`src/rtl/fetch_stage.sv`:
```
// Instruction-fetch stage: PC register, redirect target selection, IF/ID pipeline
// register, misaligned-target trap and saturating redirect/stall counters.
module fetch_stage #(
  parameter int unsigned ADDR_WIDTH = 32,
  parameter logic [31:0] RESET_PC   = 32'h0000_0000,
  parameter logic [31:0] TRAP_PC    = 32'h0000_0080,
  parameter int unsigned CNT_WIDTH  = 16
) (
  input  logic                  clk_i,
  input  logic                  rst_i,
  input  logic                  stall_i,
  input  logic                  branch_taken_i,
  input  logic                  jump_i,
  input  logic                  jumpr_i,
  input  logic [ADDR_WIDTH-1:0] ex_pc_plus4_i,
  input  logic [31:0]           ex_imm_i,
  input  logic [25:0]           jump_index_i,
  input  logic [ADDR_WIDTH-1:0] jr_addr_i,
  output logic [ADDR_WIDTH-1:0] instr_addr_o,
  input  logic [31:0]           instr_i,
  output logic                  id_valid_o,
  output logic [31:0]           id_instr_o,
  output logic [ADDR_WIDTH-1:0] id_pc_plus4_o,
  output logic                  trap_o,
  output logic [CNT_WIDTH-1:0]  redirect_cnt_o,
  output logic [CNT_WIDTH-1:0]  stall_cnt_o
);

  localparam logic [ADDR_WIDTH-1:0] PcStep   = ADDR_WIDTH'(4);
  localparam logic [ADDR_WIDTH-1:0] ResetPc  = RESET_PC[ADDR_WIDTH-1:0];
  localparam logic [ADDR_WIDTH-1:0] TrapPc   = TRAP_PC[ADDR_WIDTH-1:0];
  localparam logic [CNT_WIDTH-1:0]  CntOne   = CNT_WIDTH'(1);

  logic [ADDR_WIDTH-1:0] pc_q, pc_d;
  logic                  id_valid_q, id_valid_d;
  logic [31:0]           id_instr_q, id_instr_d;
  logic [ADDR_WIDTH-1:0] id_pc_plus4_q, id_pc_plus4_d;
  logic                  trap_q, trap_d;
  logic [CNT_WIDTH-1:0]  redirect_cnt_q, redirect_cnt_d;
  logic [CNT_WIDTH-1:0]  stall_cnt_q, stall_cnt_d;

  logic [ADDR_WIDTH-1:0] pc_plus4;
  logic [31:0]           imm_shifted;
  logic [ADDR_WIDTH-1:0] branch_tgt;
  logic [ADDR_WIDTH-1:0] jump_tgt;
  logic [ADDR_WIDTH-1:0] target;
  logic                  redirect;

  assign pc_plus4    = pc_q + PcStep;
  assign imm_shifted = {ex_imm_i[29:0], 2'b00};
  assign branch_tgt  = ex_pc_plus4_i + imm_shifted[ADDR_WIDTH-1:0];

  // At the minimum width the jump index fills the whole address.
  if (ADDR_WIDTH > 28) begin : g_jump_upper
    assign jump_tgt = {ex_pc_plus4_i[ADDR_WIDTH-1:28], jump_index_i, 2'b00};
  end else begin : g_jump_full
    assign jump_tgt = {jump_index_i, 2'b00};
  end

  assign redirect = jumpr_i | jump_i | branch_taken_i;

  always_comb begin
    target = branch_tgt;
    if (jumpr_i) begin
      target = jr_addr_i;
    end else if (jump_i) begin
      target = jump_tgt;
    end
  end

  always_comb begin
    pc_d           = pc_plus4;
    trap_d         = 1'b0;
    id_valid_d     = 1'b1;
    id_instr_d     = instr_i;
    id_pc_plus4_d  = pc_plus4;
    redirect_cnt_d = redirect_cnt_q;
    stall_cnt_d    = stall_cnt_q;

    if (redirect) begin
      // Redirect beats stall: the wrong-path fetch in IF/ID is squashed to a NOP.
      if (target[1:0] != 2'b00) begin
        pc_d   = TrapPc;
        trap_d = 1'b1;
      end else begin
        pc_d = target;
      end
      id_valid_d    = 1'b0;
      id_instr_d    = 32'h0;
      id_pc_plus4_d = '0;
    end else if (stall_i) begin
      pc_d          = pc_q;
      id_valid_d    = id_valid_q;
      id_instr_d    = id_instr_q;
      id_pc_plus4_d = id_pc_plus4_q;
    end

    if (redirect && (redirect_cnt_q != '1)) begin
      redirect_cnt_d = redirect_cnt_q + CntOne;
    end
    if (stall_i && (stall_cnt_q != '1)) begin
      stall_cnt_d = stall_cnt_q + CntOne;
    end
  end

  always_ff @(posedge clk_i) begin
    if (rst_i) begin
      pc_q           <= ResetPc;
      id_valid_q     <= 1'b0;
      id_instr_q     <= 32'h0;
      id_pc_plus4_q  <= '0;
      trap_q         <= 1'b0;
      redirect_cnt_q <= '0;
      stall_cnt_q    <= '0;
    end else begin
      pc_q           <= pc_d;
      id_valid_q     <= id_valid_d;
      id_instr_q     <= id_instr_d;
      id_pc_plus4_q  <= id_pc_plus4_d;
      trap_q         <= trap_d;
      redirect_cnt_q <= redirect_cnt_d;
      stall_cnt_q    <= stall_cnt_d;
    end
  end

  assign instr_addr_o   = pc_q;
  assign id_valid_o     = id_valid_q;
  assign id_instr_o     = id_instr_q;
  assign id_pc_plus4_o  = id_pc_plus4_q;
  assign trap_o         = trap_q;
  assign redirect_cnt_o = redirect_cnt_q;
  assign stall_cnt_o    = stall_cnt_q;

endmodule

```
`config.mk`:
```
export PLATFORM = sky130hd
export DESIGN_NAME = fetch_stage
export DESIGN_NICKNAME = d
export VERILOG_FILES = /design/src/rtl/fetch_stage.sv
export SDC_FILE = /design/constraint.sdc
export NUM_CORES = 1
export LEC_CHECK = 0
export BUFFER_PORTS_ARGS = -buffer_cell sky130_fd_sc_hd__buf_4
export CORE_MARGIN = 4
export CORE_UTILIZATION = 51
export CTS_BUF_LIST = sky130_fd_sc_hd__clkbuf_4
export DETAILED_ROUTE_END_ITERATION = 10
export GPL_ROUTABILITY_DRIVEN = 0
export GPL_TIMING_DRIVEN = 0
export PLACE_DENSITY_LB_ADDON = 0.12
export REMOVE_ABC_BUFFERS = 1
export SLEW_MARGIN = 10
export SYNTH_ARGS = -nofsm -noshare
export SYNTH_HDL_FRONTEND = slang
export SYNTH_SLANG_ARGS = --single-unit
```
`constraint.sdc`:
```
create_clock -name clk_i -period 3.67 [get_ports clk_i]
set_clock_uncertainty 0.05 [all_clocks]
set_input_delay 0.5505 -clock clk_i [delete_from_list [all_inputs] [get_ports clk_i]]
set_output_delay 0.5505 -clock clk_i [all_outputs]
set_load 0.05 [all_outputs]
```
==> results.md <==
- Master of the slowest instance on the critical path: nor2_1
- Max-slew headroom: 0.364
- Synth Area in Simple Gates: 0.206
- Number of fill cells in the layout: 1259
- Final hold vios: 0
- Ys Warns: 0
- Mapped Cells: 925
- Synth area leaders: dfxtp_1, nor2_1, ha_1
- Pleak: 4.42 nW
- Synth Area in Compound Gates: 0.237
- Synth Area in Adders: 0.0559
- Synth cell types: 69
- Root Buffer: clkbuf_4
- CP Capture Type: register
- DR pass1 iterations: 5
- TritonCTS Buffers: 17
- Port buffer count: 287
- Status: completed
- Clk buf depth: 2
- Final non-filler cell total: 1375
- Share of post-route cells with drive strength above 1: 0.288
- Post-synth ARST share: 0
- Largest family of logic cells by synthesized area: compound AO/OA/AOI/OAI gates
- Hold buffer count at cts: 0
- Initial drt markers: 425
- Xor/xnor share of the synthesized area: 0.0966
- WL final: 23700 um
- Synth top cells by count: dfxtp_1, nor2_1, nand2_1, a21oi_1, o21ai_0
- DRC viols: 0
- Yosys top cell by area: dfxtp_1
- Mapped Avg Cell Area: 8.13 sq um
- Hpwl dp: 18000 um
- Fmax: 316 MHz
- Initial Util: 0.520
- Clock latency on the worst-skew pair: 540 ps
- First-pass GRT wire length: 36700 um
- EDFF count, synth: 0
- Worst Path Arrival: 3580 ps
- Post-CTS resize count: 0
- Worst-path cell chain: buf_4 > or2_2 > nor2_1 > nand2_1 > nor2_4 > buf_12 > a22oi_1 > o21ai_0
- HP Class: input pin to register
- Most frequent cell after synthesis: dfxtp_1
- Final slew viol count: 0
- # rows: 44
- Global route overflow: 0
- Synth top area share: 0.346
- Setup violators final: 0
- CP startpoint kind: input pin
- Die ar.: 16800 sq um
- Clk sinks: 130
- VDD IR-drop max: 0.178 mV
- Worst Path Max Fanout: 52
- P&R area growth vs syn: 32.8%
- FF+latch count, synth: 130
- Maxcap violations: 0
- Hold_sp: instr_i[10]
- Vias in the first global route: 7146
- CTS clk-pin slew, worst paths: 110 ps
- Tightest Pin Transition: 952 ps
- Die Height: 129 um
- I/O pin total: 290
- Crit path required time: 4080 ps
- Share of the yosys chip area belonging to registers: 0.346
- All-Layer GR Usage: 0.275
- RSZ-0062 raised after global routing: false
- Mux share of post-synthesis cell area: 0.0188
- Pin count of the biggest net entering global routing: 63
- Placed cells: 1344
- CP Class: input pin to register
- Mapped cell area: 7520 sq um
- Post CTS Setup Buffer Count: 0
- Initial antenna violation count: 1
- Antenna viol nets, final: 0
- Dominant synthesized flop cell: dfxtp_1
- DR WL/cell: 17.3 um
- Die X: 129 um
- Largest stage delay on the critical path: 750 ps
- Vias/cell: 5.60
- Core area: 14500 sq um
- Tmin final: 3170 ps
- Nets: 1372
- Pwr dens: 325 nW/um^2
- FF-to-FF Start: instr_addr_o[2]
- Setup crit start: jump_i
- Smallest hold slack: 168 ps
- Vias: 7694
- Htree depth: 4
- Final cycle utilization of the critical path: 0.864
- CTS tree: built
## per-layer routing
| layer | wire, um | up-vias | track usage | part of all wire |
|---|---|---|---|---|
| li1 | - | 3819 | - | - |
| met1 | 10000 | 3541 | 0.346 | 0.42 |
| met2 | 11300 | 294 | 0.463 | 0.48 |
| met3 | 1800 | 40 | 0.0643 | 0.076 |
| met4 | 615 | 0 | 0.0947 | 0.026 |
| met5 | 0 | - | 0 | 0 |
## through the flow
step	setup WS, ps	utilization	setup TNS [ps]	instance area [sq um]	power (mW)
2_1_floorplan	47.7	-	0	7310	2.01
3_5_place_dp	-63.1	0.672	-70.5	9730	2.34
3_3_place_gp	-2260	0.670	-110430	9700	2.33
4_1_cts	517	0.690	0	9990	3.27
6_report	501	0.690	0	9990	3.25
5_1_grt	343	0.690	0	9990	3.41
## final cells by class
type	instances	area [sq um]	area share
Clock buffer	19	143	0.0143
Sequential cell	130	2600	0.260
Inverter	24	90.1	0.00902
Timing Repair Buffer	288	2170	0.218
Tap cell	184	230	0.0230
Clock inverter	11	116	0.0116
Antenna cell	1	2.50	0.000250
Multi-Input combinational cell	718	4630	0.464
## path summary, 6_finish.rpt
path | cells past startpoint | slack (ps) | endpoint
setup / recovery | 8 | 500 | instr_addr_o[3]
hold / removal | 2 | 170 | id_instr_o[10]
setup reg to reg | 9 | 890 | instr_addr_o[31]
hold reg to reg | 2 | 400 | id_pc_plus4_o[0]
## cells in the final DEF, fill, tap and decap left out, types with 4 or more instances in the layout
cell / Yosys / routed
a211oi_1: 4 / 4
a21o_1: 24 / 24
a21oi_1: 67 / 67
a222oi_1: 4 / 4
a22o_1: 34 / 34
a31oi_1: 6 / 6
and2_1: 7 / 7
and3_1: 8 / 8
and4_1: 6 / 6
buf_4: 2 / 287
clkbuf_4: 0 / 19
clkinv_2: 0 / 4
dfxtp_1: 130 / 130
ha_1: 32 / 32
inv_1: 24 / 24
mux2i_1: 13 / 13
nand2_1: 73 / 73
nand2b_1: 8 / 8
nand3_1: 28 / 28
nand4_1: 13 / 13
nor2_1: 116 / 114
nor2b_1: 10 / 10
nor3_1: 15 / 15
o211ai_1: 11 / 11
o21a_1: 7 / 7
o21ai_0: 59 / 59
o22ai_1: 12 / 12
or3_1: 19 / 19
xnor2_1: 41 / 41
xor2_1: 42 / 42
## report_power, final
group          switching, mW  total (mW)  internal (mW)
sequential            0.0498        1.50           1.45
clock                  0.527       0.933          0.406
combinational          0.475       0.824          0.349
## critical path: cells and delay by family
| family | cells | cell delay (ps) |
|---|---|---|
| AND/OR/NAND/NOR | 4 | 2210 |
| buffers and inverters | 2 | 550 |
| AO/OA/AOI/OAI | 2 | 220 |
## cell families (layout without fill, tap and decap cells)
logic type               after synthesis  after routing
AO/OA/AOI/OAI                        265            265
XOR/XNOR                              83             83
adder cells (fa/ha/maj)               33             33
buffers and inverters                 77            342
flip-flops                           130            130
multiplexers                          14             14
other                                  0              1
AND/OR/NAND/NOR                      323            323
## state kept, by name, indices dropped and copies added, names as in the netlist
name            flops
id_pc_plus4_o      32
trap_o              1
id_instr_o         32
id_valid_o          1
redirect_cnt_o     16
stall_cnt_o        16
instr_addr_o       32
Note: power is estimated with default switching activity, not from simulation.
